`src/rtl/arith_share_sched.sv`:
```
// Shares one arithmetic engine (add/sub/mul in one cycle, restoring divide) between two
// valid/ready requesters. Round-robin arbitration; the result is returned tagged with the requester id.
module arith_share_sched #(
  parameter int DATA_W = 8
) (
  input  logic              clock,
  input  logic              reset_n,
  input  logic              i_req_valid_0,
  input  logic [1:0]        i_op_0,
  input  logic [DATA_W-1:0] i_value_a_0,
  input  logic [DATA_W-1:0] i_value_b_0,
  output logic              o_req_ready_0,
  input  logic              i_req_valid_1,
  input  logic [1:0]        i_op_1,
  input  logic [DATA_W-1:0] i_value_a_1,
  input  logic [DATA_W-1:0] i_value_b_1,
  output logic              o_req_ready_1,
  output logic              o_rsp_valid,
  input  logic              i_rsp_ready,
  output logic              o_rsp_id,
  output logic [DATA_W-1:0] o_result,
  output logic              o_div_by_zero
);

  localparam logic [1:0] OP_ADD = 2'b00;
  localparam logic [1:0] OP_SUB = 2'b01;
  localparam logic [1:0] OP_MUL = 2'b10;
  localparam logic [1:0] OP_DIV = 2'b11;
  localparam int CNT_W = $clog2(DATA_W + 1);
  localparam logic [CNT_W-1:0] DIV_LAST = CNT_W'(DATA_W);

  typedef enum logic [1:0] {
    ST_IDLE = 2'd0,
    ST_EXEC = 2'd1,
    ST_DIV  = 2'd2,
    ST_DONE = 2'd3
  } state_t;

  state_t              state_r;
  state_t              state_nxt_s;
  logic                last_grant_r;
  logic [1:0]          op_r;
  logic [DATA_W-1:0]   a_r;
  logic [DATA_W-1:0]   b_r;
  logic [DATA_W-1:0]   rem_r;
  logic [DATA_W-1:0]   quo_r;
  logic [CNT_W-1:0]    cnt_r;
  logic                rsp_valid_r;
  logic                rsp_id_r;
  logic [DATA_W-1:0]   result_r;
  logic                dbz_r;

  logic                grant_0_s;
  logic                grant_1_s;
  logic                accept_s;
  logic [1:0]          sel_op_s;
  logic [DATA_W-1:0]   sel_a_s;
  logic [DATA_W-1:0]   sel_b_s;
  logic [DATA_W-1:0]   exec_res_s;
  logic                exec_dbz_s;
  logic [DATA_W:0]     shifted_s;
  logic [DATA_W:0]     diff_s;
  logic [DATA_W-1:0]   rem_nxt_s;
  logic                q_bit_s;

  // Arbitration: a lone requester wins; on contention the one not served last wins.
  always_comb begin
    grant_0_s = 1'b0;
    grant_1_s = 1'b0;
    sel_op_s  = i_op_0;
    sel_a_s   = i_value_a_0;
    sel_b_s   = i_value_b_0;
    if (i_req_valid_0 && (!i_req_valid_1 || last_grant_r)) begin
      grant_0_s = 1'b1;
    end else begin
      grant_0_s = 1'b0;
    end
    if (i_req_valid_1 && (!i_req_valid_0 || !last_grant_r)) begin
      grant_1_s = 1'b1;
    end else begin
      grant_1_s = 1'b0;
    end
    if (grant_1_s) begin
      sel_op_s = i_op_1;
      sel_a_s  = i_value_a_1;
      sel_b_s  = i_value_b_1;
    end else begin
      sel_op_s = i_op_0;
      sel_a_s  = i_value_a_0;
      sel_b_s  = i_value_b_0;
    end
  end

  // Next-state and ready decode; requests are only accepted while idle.
  always_comb begin
    state_nxt_s   = state_r;
    o_req_ready_0 = 1'b0;
    o_req_ready_1 = 1'b0;
    accept_s      = 1'b0;
    case (state_r)
      ST_IDLE: begin
        o_req_ready_0 = grant_0_s;
        o_req_ready_1 = grant_1_s;
        accept_s      = grant_0_s | grant_1_s;
        if (accept_s) begin
          // A zero divisor skips the iterative path and is resolved in one EXEC cycle.
          if ((sel_op_s == OP_DIV) && (sel_b_s != '0)) begin
            state_nxt_s = ST_DIV;
          end else begin
            state_nxt_s = ST_EXEC;
          end
        end else begin
          state_nxt_s = ST_IDLE;
        end
      end
      ST_EXEC: state_nxt_s = ST_DONE;
      ST_DIV: begin
        if (cnt_r == DIV_LAST) begin
          state_nxt_s = ST_DONE;
        end else begin
          state_nxt_s = ST_DIV;
        end
      end
      ST_DONE: begin
        if (rsp_valid_r && i_rsp_ready) begin
          state_nxt_s = ST_IDLE;
        end else begin
          state_nxt_s = ST_DONE;
        end
      end
      default: state_nxt_s = ST_IDLE;
    endcase
  end

  // Single-cycle engine result.
  always_comb begin
    exec_res_s = '0;
    exec_dbz_s = (op_r == OP_DIV);
    case (op_r)
      OP_ADD:  exec_res_s = a_r + b_r;
      OP_SUB:  exec_res_s = a_r - b_r;
      OP_MUL:  exec_res_s = a_r * b_r;
      default: exec_res_s = {DATA_W{1'b1}};
    endcase
  end

  // One restoring-divide step: shift in the next dividend bit, subtract if it fits.
  always_comb begin
    shifted_s = {rem_r, quo_r[DATA_W-1]};
    diff_s    = shifted_s - {1'b0, b_r};
    rem_nxt_s = '0;
    q_bit_s   = 1'b0;
    if (diff_s[DATA_W]) begin
      rem_nxt_s = shifted_s[DATA_W-1:0];
      q_bit_s   = 1'b0;
    end else begin
      rem_nxt_s = diff_s[DATA_W-1:0];
      q_bit_s   = 1'b1;
    end
  end

  // State register.
  always_ff @(posedge clock or negedge reset_n) begin
    if (!reset_n) begin
      state_r <= ST_IDLE;
    end else begin
      state_r <= state_nxt_s;
    end
  end

  // Operand capture, divider iteration and registered response.
  always_ff @(posedge clock or negedge reset_n) begin
    if (!reset_n) begin
      last_grant_r <= 1'b1;
      op_r         <= 2'b00;
      a_r          <= '0;
      b_r          <= '0;
      rem_r        <= '0;
      quo_r        <= '0;
      cnt_r        <= '0;
      rsp_valid_r  <= 1'b0;
      rsp_id_r     <= 1'b0;
      result_r     <= '0;
      dbz_r        <= 1'b0;
    end else begin
      case (state_r)
        ST_IDLE: begin
          if (accept_s) begin
            op_r         <= sel_op_s;
            a_r          <= sel_a_s;
            b_r          <= sel_b_s;
            rsp_id_r     <= grant_1_s;
            last_grant_r <= grant_1_s;
            rem_r        <= '0;
            quo_r        <= sel_a_s;
            cnt_r        <= '0;
          end
        end
        ST_EXEC: begin
          result_r <= exec_res_s;
          dbz_r    <= exec_dbz_s;
        end
        ST_DIV: begin
          // The dividend register shifts out as quotient bits shift in; the extra cycle publishes it.
          if (cnt_r == DIV_LAST) begin
            result_r <= quo_r;
            dbz_r    <= 1'b0;
          end else begin
            rem_r <= rem_nxt_s;
            quo_r <= {quo_r[DATA_W-2:0], q_bit_s};
            cnt_r <= cnt_r + CNT_W'(1);
          end
        end
        ST_DONE: begin
          if (!rsp_valid_r) begin
            rsp_valid_r <= 1'b1;
          end else if (i_rsp_ready) begin
            rsp_valid_r <= 1'b0;
          end
        end
        default: rsp_valid_r <= 1'b0;
      endcase
    end
  end

  assign o_rsp_valid   = rsp_valid_r;
  assign o_rsp_id      = rsp_id_r;
  assign o_result      = result_r;
  assign o_div_by_zero = dbz_r;

endmodule
```
`config.mk`:
```
export PLATFORM = sky130hd
export DESIGN_NAME = arith_share_sched
export DESIGN_NICKNAME = d
export VERILOG_FILES = /design/src/rtl/arith_share_sched.sv
export SDC_FILE = /design/constraint.sdc
export NUM_CORES = 1
export LEC_CHECK = 0
export CORE_AREA = 2 2 122 124
export DETAILED_ROUTE_END_ITERATION = 8
export DIE_AREA = 0 0 124 126
export GPL_ROUTABILITY_DRIVEN = 0
export GPL_TIMING_DRIVEN = 0
export HOLD_SLACK_MARGIN = 0.1
export PLACE_DENSITY = 0.59
export SLEW_MARGIN = 20
export SYNTH_ARGS = -nofsm -noshare
export SYNTH_HDL_FRONTEND = slang
export SYNTH_SLANG_ARGS = --single-unit
```
`constraint.sdc`:
```
create_clock -name clock -period 3.95 [get_ports clock]
set_input_delay 0.395 -clock clock [delete_from_list [all_inputs] [get_ports clock]]
set_output_delay 0.395 -clock clock [all_outputs]
set_load 0.02 [all_outputs]
```
==> Word-level counts from Yosys, hierarchy flattened <==
Index checks and enable logic that the tools add are counted.
{ "totals": {"register_bits": 52, "in_bits": 41, "output_inout_bits": 13, "wordCells": 77} }
{ "classes": {"add_sub_neg": 4, "mul": 1, "eq_ne": 11, "muxes": 31, "bitwise_logic": 1, "n_reduce_logical": 17} }
{ "op_table": {"columns": ["operator", "n"], "rows": [
  ["8-bit two-way mux", 8],
  ["8-bit one-hot mux with 2 select lines", 3],
  ["8-bit one-hot mux with 3 select lines", 1],
  ["2-bit == test (second input constant)", 5],
  ["1-bit two-way mux", 10],
  ["9-bit by 8-bit subtractor with 9-bit output", 1],
  ["8-bit adder", 1],
  ["8-bit by 8-bit multiplier with 8-bit output", 1],
  ["2-bit two-way mux", 4],
  ["4-bit two-way mux", 2],
  ["2-bit one-hot mux with 4 select lines", 1],
  ["4-bit one-hot mux with 2 select lines", 1],
  ["8-bit nonzero test", 1],
  ["8-bit subtractor", 1],
  ["2-bit != test (second input constant)", 3],
  ["4-bit by 1-bit adder with 4-bit output (second input constant)", 1],
  ["2-bit by 1-bit == test with 1-bit output (second input constant)", 2],
  ["4-bit == test (second input constant)", 1],
  ["1-bit logical AND", 4],
  ["2-bit zero test", 2],
  ["2-bit AND reduction", 2],
  ["2-bit nonzero test", 2],
  ["1-bit zero test", 3],
  ["3-bit AND reduction", 1],
  ["other kinds (3)", 4]
]} }

==> Longest topological paths before layout <==
{ "depth": {"word_depth": 10, "ltp_mapped": 16} }

==> Worst setup path before layout <==
Ideal clock, no wire load.
{ "synth_timing": {"kind": "reg-to-reg", "start": "register b_r[4]", "end": "register result_r[7] (netlist: o_result[7])", "setup_time_ns": 0.136, "t_arrival_ns": 3.690, "required_ns": 3.814, "slack_ns": 0.124, "stages_incl_launch_ff": 16, "path_buffers": 1, "period_less_slack_ns": 3.826, "path_cell_list": "dfrtp_1 -> clkbuf_1 -> nand2_1 -> fa_1 -> fa_1 -> inv_1 -> fa_1 -> inv_1 -> fa_1 -> inv_1 -> ha_1 -> a21oi_1 -> xnor2_1 -> xnor2_1 -> o221ai_1 -> o211ai_1"} }
{ "synth_between": {"elab_chain_len": 3} }
{ "synth_lines": {"columns": ["element", "line_no", "text"], "rows": [
  ["start: declaration", "44", "logic [DATA_W-1:0] b_r;"],
  ["start signal: assignment", "191", "b_r <= sel_b_s;"],
  ["8-bit by 8-bit multiplier with 8-bit output, or another cell as far along", "142", "OP_MUL: exec_res_s = a_r * b_r;"],
  ["8-bit one-hot mux with 3 select lines (*)", "139", "case (op_r)"],
  ["8-bit one-hot mux with 2 select lines (*)", "186", "case (state_r)"],
  ["end signal: assignment", "200", "result_r <= exec_res_s;"],
  ["end signal: assignment", "206", "result_r <= quo_r;"],
  ["end: declaration", "50", "logic [DATA_W-1:0] result_r;"]
]} }
Every way passes the cells marked *; elsewhere a longest branch is shown, timed or not.
A chain may end at the register's enable or synchronous reset.

==> Worst setup path in the final report <==
{ "layout_timing": {"start": "register a_r[3]", "end": "register result_r[7] (netlist: o_result[7])"} }
{ "layout_between": {"elab_chain_len": 3} }
{ "layout_lines": {"columns": ["element", "line_no", "text"], "rows": [
  ["start: declaration", "43", "logic [DATA_W-1:0] a_r;"],
  ["start signal: assignment", "190", "a_r <= sel_a_s;"],
  ["8-bit by 8-bit multiplier with 8-bit output, or another cell as far along", "142", null],
  ["8-bit one-hot mux with 3 select lines (*)", "139", null],
  ["8-bit one-hot mux with 2 select lines (*)", "186", null]
]} }
Marks and branches as above.

==> run metrics <==
setup slack after layout 0.168 ns; Async S/R FF share, synth 100%; PD cells 1010 mW/mm^2; Final Max Slew Viols 0; Placement Cell Area 0.00498 mm^2; DRT Wirelength 10.6 mm; largest family of logic cells by synthesized area adder cells; sw frac 47.1%; DRC viols 0; register area share after synthesis 30.8%; Synth Area in Compound Gates 15.0%; Finished Cell Area 0.00531 mm^2; Crit Path Category flip-flop to flip-flop; mapped cell area 0.00423 mm^2; Max Fclk 264 MHz; sequential share of power 20.4%; die width 124 um; min Tclk post-route 3.78 ns; Mean Syn Cell Area 8.78 um^2; critical path launch point type flip-flop; FF+latch count, synth 52; num ports 54; cts-stage hold buffer count 0; Int Pwr 2.85 mW; routed len/inst 14.5 um; reg2reg path depth 14; CORE AREA 0.0143 mm^2; Avg Vias per Cell 4.91; CTS tree yes; Clk pwr share 9.3%; predominant post-synthesis flop cell dfrtp_1; area grow syn2layout 25.6%; Post-Route Setup TNS 0 ns; nets 637; Hold Path Class primary input to asynchronous set/reset pin; Worst Tran Pin Value 0.660 ns; Final setup viols 0; die area 0.0156 mm^2; status completed; Detailed Place HPWL 8.45 mm; Synth warnings 0; mux cell area share after synthesis 7.73%; Syn Nets 571; Combinational Power Share 70.3%; vias 3,597; crit-path cells nand2_2 > fa_2 > fa_1 > inv_1 > fa_1 > inv_1 > fa_2 > inv_2 > ha_4 > a21oi_4 > xnor2_2 > xnor2_2 > o221ai_1 > o211ai_1; Static Leak 2.32 nW; Max Cap Violations 0; Critical Path Fanout Max 7; Syn Inst Count 481; final antenna-violating net count 0; Net Sw Power 2.53 mW; RSZ-0062 raised after global routing no; fin cells 732; layout cells sized above 1 11.1%; DR iter-0 viols 167; pre-CTS setup slack -0.322 ns; Distinct cells, synth 49; placed cell count 718; GRT Total Usage 14.1%; maximum clock insertion buffer count 2; first drt pass iteration count 4; Initial Util 29.5%; Worst VDD drop 0.331 mV; gr ovfl total 0; skew final 0.00612 ns; Crit-path slowest cell fa_2; Slew HR 55.9%; # clock sinks 52; initial antenna violation count 0; final cycle utilization of the critical path 95.8%; # diodes 0; number of synthesized flops with an enable pin 0; first-pass GRT wire length 17.6 mm; largest net degree at the start of global routing 53; CP required 4.12 ns; CTS clock-pin slew for the worst setup and hold paths 0.07 ns; Die Y 126 um; Max H-tree Level 2; clock root buffer master clkbuf_16; CTS buffer count 5; Setup crit end kind flip-flop; worst hold margin 0.129 ns; largest incremental delay on the critical path 0.56 ns; adder-cell share of the synthesized area 17.0%; cell row count 44; vias in the first global route 3,680; simple logic cell fraction of the synthesized area 15.8%; Fillers 1,503; xor/xnor share of the synthesized area 7.49%; port buffer count 53; Skew-Pair Late Insertion Delay 0.29 ns; final-report hold violation count 0; WP data arrival 3.95 ns
-- kinds of logic (layout without fill, tap and decap cells) --
kind of cell,count (synthesis),in the layout
XOR/XNOR,34,34
buffers and inverters,68,135
adder cells (fa/ha/maj),49,49
flip-flops,52,52
AO/OA/AOI/OAI,100,100
AND/OR/NAND/NOR,147,147
multiplexers,31,31
-- worst paths after layout --
path                                    from           end  slack (ns)
worst max-delay path                  a_r[3]   o_result[7]        0.17
worst min-delay path                 reset_n      cnt_r[3]        0.13
worst max register to register        a_r[3]   o_result[7]        0.17
max in group asynchronous            reset_n        b_r[2]        3.33
min in group clock              last_grant_r  last_grant_r        0.49
worst min register to register  last_grant_r  last_grant_r        0.49
-- stage by stage --
stage | util (%) | power (mW)
after floorplan | - | 3.67
after global placement | 34.8 | 4.53
after detailed placement | 34.8 | 4.62
after CTS | 36.3 | 5.20
after global routing | 37.1 | 5.91
final | 37.1 | 5.38
-- cells in the final DEF, fill, tap and decap left out, types with 6 or more instances in the layout --
master,synthesis,layout
clkbuf_1,18,13
dfrtp_2,0,7
xor2_1,6,6
clkdlybuf4s50_1,0,52
nor2_1,37,37
o21ai_0,45,45
xnor2_1,27,25
buf_4,0,11
ha_1,35,33
and2_1,8,8
nand2_1,58,56
dfrtp_1,51,44
a21oi_1,16,15
nor2b_1,8,8
inv_1,47,42
a31oi_1,6,6
mux2i_1,24,24
nand3_1,17,17
fa_1,14,11
-- sequential cells by signal (all words and copies together) (netlist names), 2 cells and up --
register,count
state_r,2
quo_r,8
o_result,8
rem_r,8
cnt_r,4
op_r,2
b_r,8
a_r,8
-- area by class of cell --
type	count	area (um^2)	area share [%]
well taps	184	230	4.34
clock buffers	5	125	2.36
flip-flops and latches	52	1310	24.7
clock inverters	3	46.3	0.872
repair buffers	64	623	11.7
inverters	47	181	3.42
plain buffers	16	63.8	1.20
multi-input cells	361	2730	51.4
-- timing repair --
| item | 4_1_cts | 5_1_grt |
|---|---|---|
| endpoints found under the setup margin | 3 | 1 |
| pin swaps | 0 | 10 |
| gates resized for setup | 9 | 16 |
| setup buffers | 7 | 4 |
-- per-layer routing --
metal  part of all wire [%]  global-route usage (%)
met5                      0                       0
met4                    1.5                    3.44
met3                    4.7                    1.72
met2                     49                    24.2
met1                     45                    18.7
-- worst max-delay path, delay by kind of cell (launching register included) --
family,cells,cell delay [ns]
AOI/OAI and AO/OA,3,0.51
xor gates and xnor gates,2,0.25
adders and majority gates,5,2.19
buffers and inverters,3,0.16
DFF,1,0.46
and+or+nand+nor,1,0.09
-- synthesized netlist by cell type (2+ instances only) --
cell	count	area, um^2
a21boi_0	2	15.0
a21o_1	2	15.0
a21oi_1	16	80.1
a31oi_1	6	37.5
and2_1	8	50.1
buf_2	3	15.0
clkbuf_1	18	67.6
dfrtp_1	51	1280
fa_1	14	280
ha_1	35	438
inv_1	47	176
mux2_2	5	56.3
mux2_4	2	30.0
mux2i_1	24	240
nand2_1	58	218
nand2b_1	4	25.0
nand3_1	17	85.1
nor2_1	37	139
nor2b_1	8	50.1
nor3_1	5	25.0
nor4_1	4	25.0
o211ai_1	2	15.0
o21a_1	4	30.0
o21ai_0	45	225
o21ai_2	2	17.5
o21bai_1	3	22.5
o221ai_1	3	26.3
o22ai_1	2	12.5
o311ai_0	2	17.5
o41ai_1	2	17.5
xnor2_1	27	236
xor2_1	6	52.6
-- power groups by stage --
stage	Clock (mW)	Sequential, mW	Combinational (mW)
global route	0.536	1.14	4.24
detailed placement	0	1.05	3.57
finish	0.501	1.10	3.78
floorplan	0	1.04	2.63
CTS	0.510	1.08	3.61
global placement	0	1.05	3.48
(Power assumes the default switching activity.)
